File: src/rtl/sub_bytes_seq_if.sv
// Handshake bundle for sub_bytes_seq: input side (round controller) and
// output side (ShiftRows). The flush line exists only when
// SUB_BYTES_SEQ_FLUSH_EN is defined.
interface sub_bytes_seq_if;
    logic           in_valid;
    logic           in_ready;
    logic [0:127]   data_in;
    logic           out_valid;
    logic           out_ready;
    logic [0:127]   data_out;
    logic           busy;
`ifdef SUB_BYTES_SEQ_FLUSH_EN
    logic           flush;

    modport slave  (input  in_valid, data_in, out_ready, flush,
                    output in_ready, out_valid, data_out, busy);
    modport master (output in_valid, data_in, out_ready, flush,
                    input  in_ready, out_valid, data_out, busy);
`else
    modport slave  (input  in_valid, data_in, out_ready,
                    output in_ready, out_valid, data_out, busy);
    modport master (output in_valid, data_in, out_ready,
                    input  in_ready, out_valid, data_out, busy);
`endif
endinterface

File: src/rtl/sub_bytes_seq.sv
// Iterative AES SubBytes. SBOX_COUNT S-boxes are reused across the 16 state
// bytes, one group per cycle, starting at byte 0 (the MSB end).
// Optional synchronous abort input: define SUB_BYTES_SEQ_FLUSH_EN.

// One AES S-box: multiplicative inverse in GF(2^8), then the affine map.
module sub_box (
    input  logic [7:0] i_byte,
    output logic [7:0] o_byte
);
    function automatic logic [7:0] gf_mul(input logic [7:0] a, input logic [7:0] b);
        logic [7:0] p;
        logic [7:0] x;
        p = 8'h00;
        x = a;
        for (int i = 0; i < 8; i++) begin
            if (b[i]) p = p ^ x;
            x = {x[6:0], 1'b0} ^ (x[7] ? 8'h1b : 8'h00);
        end
        return p;
    endfunction

    logic [7:0] w_a2, w_a3, w_a12, w_a15, w_a240, w_inv;

    // Inverse computed as a^254 (0 maps to 0 naturally).
    always_comb begin
        w_a2   = gf_mul(i_byte, i_byte);
        w_a3   = gf_mul(w_a2, i_byte);
        w_a12  = gf_mul(gf_mul(w_a3, w_a3), gf_mul(w_a3, w_a3));
        w_a15  = gf_mul(w_a12, w_a3);
        w_a240 = gf_mul(w_a15, w_a15);
        w_a240 = gf_mul(w_a240, w_a240);
        w_a240 = gf_mul(w_a240, w_a240);
        w_a240 = gf_mul(w_a240, w_a240);
        w_inv  = gf_mul(gf_mul(w_a240, w_a12), w_a2);
        o_byte = w_inv ^ {w_inv[6:0], w_inv[7]} ^ {w_inv[5:0], w_inv[7:6]}
               ^ {w_inv[4:0], w_inv[7:5]} ^ {w_inv[3:0], w_inv[7:4]} ^ 8'h63;
    end
endmodule

module sub_bytes_seq #(
    parameter int SBOX_COUNT = 4
) (
    input  logic            clk,
    input  logic            reset_n,
    sub_bytes_seq_if.slave  bus
);
    localparam int NUM_STEPS = 16 / SBOX_COUNT;
    localparam int CW        = (NUM_STEPS > 1) ? $clog2(NUM_STEPS) : 1;

    if (SBOX_COUNT != 1 && SBOX_COUNT != 2 && SBOX_COUNT != 4 &&
        SBOX_COUNT != 8 && SBOX_COUNT != 16) begin : g_bad_sbox_count
        $error("sub_bytes_seq: SBOX_COUNT must be 1, 2, 4, 8 or 16");
    end

    typedef enum logic [1:0] {IDLE, RUN, DONE} state_t;

    state_t                         r_state, w_next;
    logic [CW-1:0]                  r_cnt;
    logic [0:127]                   r_work;
    logic                           w_last, w_load, w_in_ready, w_flush;
    logic [SBOX_COUNT-1:0][7:0]     w_sb_in, w_sb_out;

`ifdef SUB_BYTES_SEQ_FLUSH_EN
    assign w_flush = bus.flush;
`else
    assign w_flush = 1'b0;
`endif

    assign w_last = (r_cnt == CW'(NUM_STEPS - 1));

    // Select the byte group addressed by the step counter.
    always_comb begin
        for (int j = 0; j < SBOX_COUNT; j++)
            w_sb_in[j] = r_work[(int'(r_cnt) * SBOX_COUNT + j) * 8 +: 8];
    end

    for (genvar j = 0; j < SBOX_COUNT; j++) begin : g_sbox
        sub_box u_sb (.i_byte(w_sb_in[j]), .o_byte(w_sb_out[j]));
    end

    // Next-state and handshake decode; flush overrides everything.
    always_comb begin
        w_next     = r_state;
        w_in_ready = 1'b0;
        w_load     = 1'b0;
        case (r_state)
            IDLE: begin
                // Held low while in reset so in_ready only rises afterwards.
                w_in_ready = reset_n;
                if (bus.in_valid) begin
                    w_load = 1'b1;
                    w_next = RUN;
                end
            end
            RUN: begin
                if (w_last) w_next = DONE;
            end
            DONE: begin
                // Result consumed and a new state accepted in the same cycle.
                w_in_ready = bus.out_ready;
                if (bus.out_ready) begin
                    if (bus.in_valid) begin
                        w_load = 1'b1;
                        w_next = RUN;
                    end else begin
                        w_next = IDLE;
                    end
                end
            end
            default: w_next = IDLE;
        endcase
        if (w_flush) begin
            w_next     = IDLE;
            w_in_ready = 1'b0;
            w_load     = 1'b0;
        end
    end

    // State register.
    always_ff @(posedge clk or negedge reset_n) begin
        if (!reset_n) r_state <= IDLE;
        else          r_state <= w_next;
    end

    // Work register and step counter: load on accept, substitute one group per RUN cycle.
    always_ff @(posedge clk or negedge reset_n) begin
        if (!reset_n) begin
            r_work <= '0;
            r_cnt  <= '0;
        end else if (w_flush) begin
            r_cnt  <= '0;
        end else if (w_load) begin
            r_work <= bus.data_in;
            r_cnt  <= '0;
        end else if (r_state == RUN) begin
            for (int j = 0; j < SBOX_COUNT; j++)
                r_work[(int'(r_cnt) * SBOX_COUNT + j) * 8 +: 8] <= w_sb_out[j];
            r_cnt <= w_last ? '0 : r_cnt + 1'b1;
        end
    end

    assign bus.in_ready  = w_in_ready;
    assign bus.out_valid = (r_state == DONE);
    assign bus.busy      = (r_state != IDLE);
    assign bus.data_out  = r_work;
endmodule

File: src/flat_wrapper.sv
// flat-port wrapper written by rule: the top's interface ports become plain ports
module sub_bytes_seq_flat 
#(
    parameter int SBOX_COUNT = 4
)
  (clk, reset_n, bus_in_valid, bus_data_in, bus_out_ready, bus_in_ready, bus_out_valid, bus_data_out, bus_busy);
  sub_bytes_seq_if bus_i ();
  input  logic clk;
  input  logic reset_n;
  input wire logic [$bits(bus_i.in_valid)-1:0] bus_in_valid;
  input wire logic [$bits(bus_i.data_in)-1:0] bus_data_in;
  input wire logic [$bits(bus_i.out_ready)-1:0] bus_out_ready;
  output wire logic [$bits(bus_i.in_ready)-1:0] bus_in_ready;
  output wire logic [$bits(bus_i.out_valid)-1:0] bus_out_valid;
  output wire logic [$bits(bus_i.data_out)-1:0] bus_data_out;
  output wire logic [$bits(bus_i.busy)-1:0] bus_busy;
  assign bus_i.in_valid = bus_in_valid;
  assign bus_i.data_in = bus_data_in;
  assign bus_i.out_ready = bus_out_ready;
  assign bus_in_ready = bus_i.in_ready;
  assign bus_out_valid = bus_i.out_valid;
  assign bus_data_out = bus_i.data_out;
  assign bus_busy = bus_i.busy;
  sub_bytes_seq #(.SBOX_COUNT(SBOX_COUNT)) u_core (.clk(clk), .reset_n(reset_n), .bus(bus_i));
endmodule
File: config.mk
export PLATFORM = sky130hd
export DESIGN_NAME = sub_bytes_seq_flat
export DESIGN_NICKNAME = d
export VERILOG_FILES = /design/src/rtl/sub_bytes_seq_if.sv /design/src/rtl/sub_bytes_seq.sv /design/src/flat_wrapper.sv
export SDC_FILE = /design/constraint.sdc
export NUM_CORES = 2
export LEC_CHECK = 0
export CAP_MARGIN = 20
export CELL_PAD_IN_SITES_DETAIL_PLACEMENT = 0
export CELL_PAD_IN_SITES_GLOBAL_PLACEMENT = 1
export CORE_MARGIN = 2
export CORE_UTILIZATION = 48
export CTS_BUF_LIST = sky130_fd_sc_hd__clkbuf_16
export CTS_CLUSTER_SIZE = 16
export DETAILED_ROUTE_END_ITERATION = 7
export PLACE_DENSITY_LB_ADDON = 0.1
export SYNTH_ARGS = -nofsm -noshare
export SYNTH_HDL_FRONTEND = slang
export SYNTH_SLANG_ARGS = --single-unit
File: constraint.sdc
create_clock -name clk -period 29.2 [get_ports clk]
set_input_delay 5.84 -clock clk [delete_from_list [all_inputs] [get_ports clk]]
set_output_delay 5.84 -clock clk [all_outputs]
set_load 0.01 [all_outputs]
Yosys cells after proc, flatten, opt, wreduce, memory -nomap -nowiden
Index checks and enable logic that the tools add are counted.
{"block": "totals", "ff_bits": 132, "out_inout_bits": 131}
{"block": "classes", "add_sub_neg": 8, "eq_ne": 6, "shift": 12, "n_mux": 678, "bitwise": 640, "reduce_logical": 4}
{"op": "$mux 8", "count": 352}
{"op": "$xor 8x8->8", "count": 324}
{"op": "$xor 8x5->8", "count": 308}
{"op": "$mux 5", "count": 308}
{"op": "$shift 129x33->128 const A", "count": 4}
{"op": "$shiftx 128x32->129", "count": 4}
{"op": "$shiftx 129x33->128", "count": 4}
{"op": "$bwmux 128", "count": 4}
{"op": "$mux 128", "count": 2}
{"op": "$neg 32->33", "count": 4}
{"op": "$not 32->32", "count": 3}
{"op": "$not 7->32", "count": 1}
{"op": "$not 4->4", "count": 4}
{"op": "$mux 2", "count": 6}
{"op": "$add 4x2->5 const B", "count": 2}
{"op": "$pmux 2 s3", "count": 1}
{"op": "$add 4x1->5 const B", "count": 1}
{"op": "$eq 2x2->1 const B", "count": 2}
{"op": "$ne 2x2->1 const B", "count": 2}
{"op": "$pmux 1 s2", "count": 2}
{"op": "$reduce_bool 2->1", "count": 2}
{"op": "$mux 1", "count": 3}
{"op": "$reduce_and 3->1", "count": 1}
{"op": "$add 2x1->2 const B", "count": 1}
{"op": "3 further kinds", "count": 3}

Longest topological paths before layout
{"block": "logic_depth", "depth_word": 190, "ltp_mapped": 88}

Hierarchy
From an unflattened synthesis, not the netlist that was laid out.
{"block": "unflattened", "cells_unflattened": 6428, "hier_area_um2": 53979.3}
{"mod": "sub_box at u_core.g_sbox[1].u_sb ...", "n_inst": 3, "cells_each": 1346, "area_each_um2": 10839.1}
{"mod": "sub_box at u_core.g_sbox[0].u_sb", "n_inst": 1, "cells_each": 1423, "area_each_um2": 11713.7}
{"mod": "sub_bytes_seq", "n_inst": 1, "cells_each": 967, "area_each_um2": 9748.1}

Worst setup path after synthesis
OpenSTA, ideal clock, no wires.
{"block": "synth_timing", "path_kind": "reg-to-reg", "from": "register u_core.r_cnt[0]", "to": "register u_core.r_work (netlist bit u_core.bus.data_out[124])", "setup_ns": 0.127, "t_arrival_ns": 20.306, "required_time_ns": 29.073, "setup_slack_ns": 8.767, "stages_incl_launch_ff": 81, "n_path_buf": 16, "period_less_slack_ns": 20.433, "path_cell_list": "dfrtp_1 -> buf_2 -> buf_12 -> buf_8 -> buf_6 -> mux4_2 -> buf_2 -> clkbuf_1 -> ha_1 -> clkbuf_1 -> xnor3_1 -> and3_1 -> nor2_1 -> buf_2 -> nor2_1 -> xnor2_1 -> xnor2_1 -> xnor2_1 -> (+45 left out) -> xnor2_1 -> xnor2_1 -> xnor3_1 -> buf_2 -> xnor2_2 -> nand2_1 -> a31oi_1 -> xnor3_2 -> xnor3_1 -> xnor3_1 -> nand2b_1 -> xnor2_1 -> xnor3_1 -> xnor3_2 -> xnor2_4 -> xnor2_2 -> a222oi_1 -> inv_1"}
{"block": "synth_via", "elab_chain_len": 183, "elab_cells_between_ends": 1325, "cone_classes": "add/sub: 7; shift: 12; mux: 666; bitwise: 640"}
{"item": "start: declaration", "line": "sub_bytes_seq.sv:58", "rtl": "logic [CW-1:0] r_cnt;"}
{"item": "start signal: assignment", "line": "sub_bytes_seq.sv:138", "rtl": "r_cnt <= w_last ? '0 : r_cnt + 1'b1;"}
{"item": "$add 4x1->5 / $not 7->32 (equally long branches)", "line": "sub_bytes_seq.sv:74, sub_bytes_seq.sv:137"}
{"item": "$not 32->32 (implied by the code) / $shiftx 128x32->129 (equally long branches)", "line": "sub_bytes_seq.sv:74, sub_bytes_seq.sv:137"}
{"item": "$shiftx 128x32->129, or another cell as far along", "line": "sub_bytes_seq.sv:74", "rtl": "w_sb_in[j] = r_work[(int'(r_cnt) * SBOX_COUNT + j) * 8 +: 8];"}
{"item": "$mux 5, or another cell as far along", "line": "sub_bytes_seq.sv:17", "rtl": "x = {x[6:0], 1'b0} ^ (x[7] ? 8'h1b : 8'h00);"}
{"item": "$xor 8x5->8, or another cell as far along", "line": "sub_bytes_seq.sv:17"}
{"item": "$xor 8x8->8 / $mux 8 (equally long branches)", "line": "sub_bytes_seq.sv:16", "rtl": "if (b[i]) p = p ^ x;"}
{"item": "$mux 8 / $xor 8x8->8 (equally long branches)", "line": "sub_bytes_seq.sv:16"}
{"item": "$xor 8x8->8 / $mux 8 (equally long branches)", "line": "sub_bytes_seq.sv:16"}
{"item": "(+166 left out)"}
{"item": "$xor 8x8->8", "line": "sub_bytes_seq.sv:36", "rtl": "^ {w_inv[4:0], w_inv[7:5]} ^ {w_inv[3:0], w_inv[7:4]} ^ 8'h63;"}
{"item": "$xor 8x8->8 / $not 4->4 (equally long branches)"}
{"item": "$not 4->4 (no line) / $shiftx 129x33->128 (equally long branches)"}
{"item": "$shiftx 129x33->128 / $bwmux 128 (equally long branches)", "line": "sub_bytes_seq.sv:137", "rtl": "r_work[(int'(r_cnt) * SBOX_COUNT + j) * 8 +: 8] <= w_sb_out[j];"}
{"item": "$bwmux 128 (2 in series)", "line": "sub_bytes_seq.sv:137"}
{"item": "$bwmux 128 (*)", "line": "sub_bytes_seq.sv:137"}
{"item": "$mux 128 (*)", "line": "sub_bytes_seq.sv:135", "rtl": "end else if (r_state == RUN) begin"}
{"item": "$mux 128 (*)", "line": "sub_bytes_seq.sv:132", "rtl": "end else if (w_load) begin"}
{"item": "end signal: assignment", "line": "sub_bytes_seq.sv:133", "rtl": "r_work <= bus.data_in;"}
{"item": "end signal: indexed assignment", "line": "sub_bytes_seq.sv:137"}
{"item": "end: declaration", "line": "sub_bytes_seq.sv:59", "rtl": "logic [0:127] r_work;"}
Mark *: on every way between the ends. The rest lies on a longest branch, timed or not. The select of a mux whose other input is x is not followed.
A chain may end at the register's enable or synchronous reset.

Final worst setup path
{"block": "layout_timing", "from": "register u_core.r_cnt[0]", "to": "register u_core.r_work (netlist bit u_core.bus.data_out[82])"}
Same word-level chain as after synthesis.

==> results.ini <==
[floorplanning]
rows = 118
die_h_um = 326
die_w_um = 326
fp.coreArea_um2 = 103000
start_util_pct = 48.3
io_pins = 263
die_area_um2 = 107000

[setup_path]
reg2reg_from = u_core.r_cnt[0]
cp_data_arrival_time_ns = 24.16
ff2ff_setup_slack_ns = 5.35
path_common_cell = xnor2_1
r2r-end = u_core.bus.data_out[82]
r2r_cells = 67
crit_slowest_cell = xnor3_1
endpoint = u_core.bus.data_out[82]
worst_setup_path_end_kind = flip-flop
start_kind = flip-flop
max_stage_delay_ns = 0.98
path_max_fanout = 30
startpoint = u_core.r_cnt[0]
worstPathRequired_ns = 29.51
path_class = flip-flop to flip-flop

[sta]
worst_pin_slew_ns = 1.12
hold_viol_final = 0
min_period_ns = 23.85
rsz0062_at_grt = false
clock.fmax_mhz = 41.9
setup_viol = 0
slew_violations = 0
relSlewSlack_pct = 25.1
skew_ns = 0.0318
finalCritPeriodShare_pct = 81.7
finalSetupTns_ns = 0

[place]
dpl.hpwl_mm = 115
io_buffers = 262
routabilityCongestion = 0.879

[cts]
insertion_delay_ns = 0.49
cts_setup_buffers = 0
clkTransAtPathRegs_ns = 0.07
cts_buffers = 17
cts_tree = done
cts_sinks = 132
hold_buffers = 0
clockBufferDepth = 2
root_buffer = clkbuf_16
post_cts_resized = 0
htree_levels = 4

[yosys]
synth_fp_nets = 6304
synth_top_area_cell = xnor2_1
synthArstFlopShare_pct = 100
post_synth_num_cell_types = 122
syn_inst = 6140
synth_top_area_share_pct = 19.2
synth_area_leaders = xnor2_1, xnor3_1, xor2_1, dfrtp_1, nor2_1
ys_seq_area_share_pct = 6.62
syn_avg_cell_area_um2 = 8.13
synth_seq_cells = 132
synth_warnings = 0
synth_area_um2 = 49900
synth-edff-count = 0
synth_ff_type = dfrtp_1

[routing]
avgViaCountPerCell = 5.91
drc = 0
first_iter_violations = 4207
post_drt_wl_per_cell_um = 20.5
via_count = 44900
drt_wl_total_mm = 156
antenna_left = 0
firstDrtPassIters = 6

[worst_hold_path]
min_path_type = flip-flop to flip-flop
hold-path-cell-count = 2

[finish]
n_fill_cell = 9882
multiInputGateArea_um2 = 44300
register_area_um2 = 3310
area_growth_pct = 9.19
layout-drive-gt1-share_pct = 8.91
fin_nets = 6360

[grt]
grt_usage_pct = 28.3
antenna_found_initial = 4
grt_pass1_vias = 42200
grt_max_degree = 85
grt_overflow = 0
grt_pass1_wl_mm = 246

[flow_run]
drv_cap = 0

[outcome]
status = finished, final reports clean

state kept, by name, indices dropped and copies added (netlist names):
signal and cells:
u_core.bus.data_out 128, u_core.r_cnt 2, u_core.r_state 2
synth_stat cells, types with 21 or more instances:
cell	n
and2_1	49
o21ai_1	23
nor2_1	725
a211oi_1	38
a22oi_1	130
a222oi_1	59
nand2_1	562
and3_1	46
or3_1	36
ha_1	32
xor3_1	32
nand2b_1	54
nor3b_1	24
xor2_1	396
o21ai_0	278
o22ai_1	62
xnor3_2	30
o211ai_1	53
a21oi_1	247
mux2i_1	215
inv_1	128
xnor2_2	69
nand3_1	108
nor2b_1	45
dfrtp_1	132
or2_2	21
xor2_2	29
xnor3_1	287
buf_2	118
buf_4	30
mux4_2	30
mux2_2	51
clkbuf_1	218
xnor2_1	1096
a31oi_1	56
nor3_1	130
a21o_1	32
worst min-delay path by stage:
stage	from	endpoint
2_1_floorplan	u_core.bus.data_out[123]	u_core.bus.data_out[123]
3_3_place_gp	u_core.bus.data_out[122]	u_core.bus.data_out[122]
3_5_place_dp	u_core.bus.data_out[71]	u_core.bus.data_out[71]
4_1_cts	u_core.bus.data_out[71]	u_core.bus.data_out[71]
5_1_grt	u_core.bus.data_out[62]	u_core.bus.data_out[62]
6_report	u_core.bus.data_out[7]	u_core.bus.data_out[7]
cell families after synthesis:
family | after synthesis | share of synthesized area, %
XOR/XNOR | 1958 | 46.3
AND/OR/NAND/NOR | 1904 | 17.2
AO/OA/AOI/OAI | 1265 | 17.3
buffers and inverters | 552 | 4.93
multiplexers | 297 | 6.85
flip-flops | 132 | 6.62
adder cells (fa/ha/maj) | 32 | 0.802
critical path, delay by kind of cell, from the launching register on:
family                     cells  cell delay [ns]
xor gates and xnor gates      35            14.52
buffers and inverters          8             2.36
adders and majority gates      5             2.34
AOI/OAI and AO/OA              9             1.56
muxes                          2             1.24
and+or+nand+nor                8             0.91
DFF                            1             0.63
placed cells by master, fill, tap and decap left out, types with 32 or more instances in the layout:
cell type and instances:
a21o_1 32, nor2b_1 45, a21oi_1 243, xnor2_2 75
inv_1 128, nand2_1 562, a211oi_1 38, and3_1 46
o22ai_1 62, xnor2_1 1089, xnor3_1 287, a22oi_1 130
nand3_1 108, nand2b_1 54, mux2i_1 215, clkdlybuf4s50_1 261
or3_1 36, xor3_1 32, xor2_1 390, ha_1 32
nor3_1 126, and2_1 49, nor2_1 725, buf_4 175
o21ai_0 278, xor2_2 35, a222oi_1 59, o211ai_1 53
mux2_2 51, a31oi_1 56, dfrtp_1 130
per-layer routing:
layer / GRT usage [%] / vias up / wire (um)
li1: - / 21600 / -
met1: 40.6 / 21700 / 70900
met2: 46.2 / 1457 / 72700
met3: 2.71 / 141 / 9760
met4: 5.55 / 2 / 2620
met5: 0 / - / 9
layout make-up:
type / instances / share of cell area (%)
Clock buffer: 17 / 0.780
Sequential cell: 132 / 6.07
Clock inverter: 15 / 0.354
Tap cell: 1380 / 3.17
Inverter: 152 / 1.06
Timing Repair Buffer: 437 / 7.22
Antenna cell: 2 / 0.00918
Multi-Input combinational cell: 5456 / 81.3
stage by stage:
step	instance area [um2]	hold WS (ns)	setup slack, ns	cells	util [%]
after floorplan	49900	0.540	8.77	6140	-
after global placement	53800	0.497	5.62	7551	52.1
after detailed placement	53800	0.503	5.62	7552	52.1
after CTS	54500	0.519	5.51	7584	52.7
after global routing	54500	0.539	3.66	7590	52.7
final	54500	0.517	5.35	7591	52.7
Power is left out: the tool's default activity adds up to more than one toggle a clock period on the data nets, which glitch-free logic cannot reach.
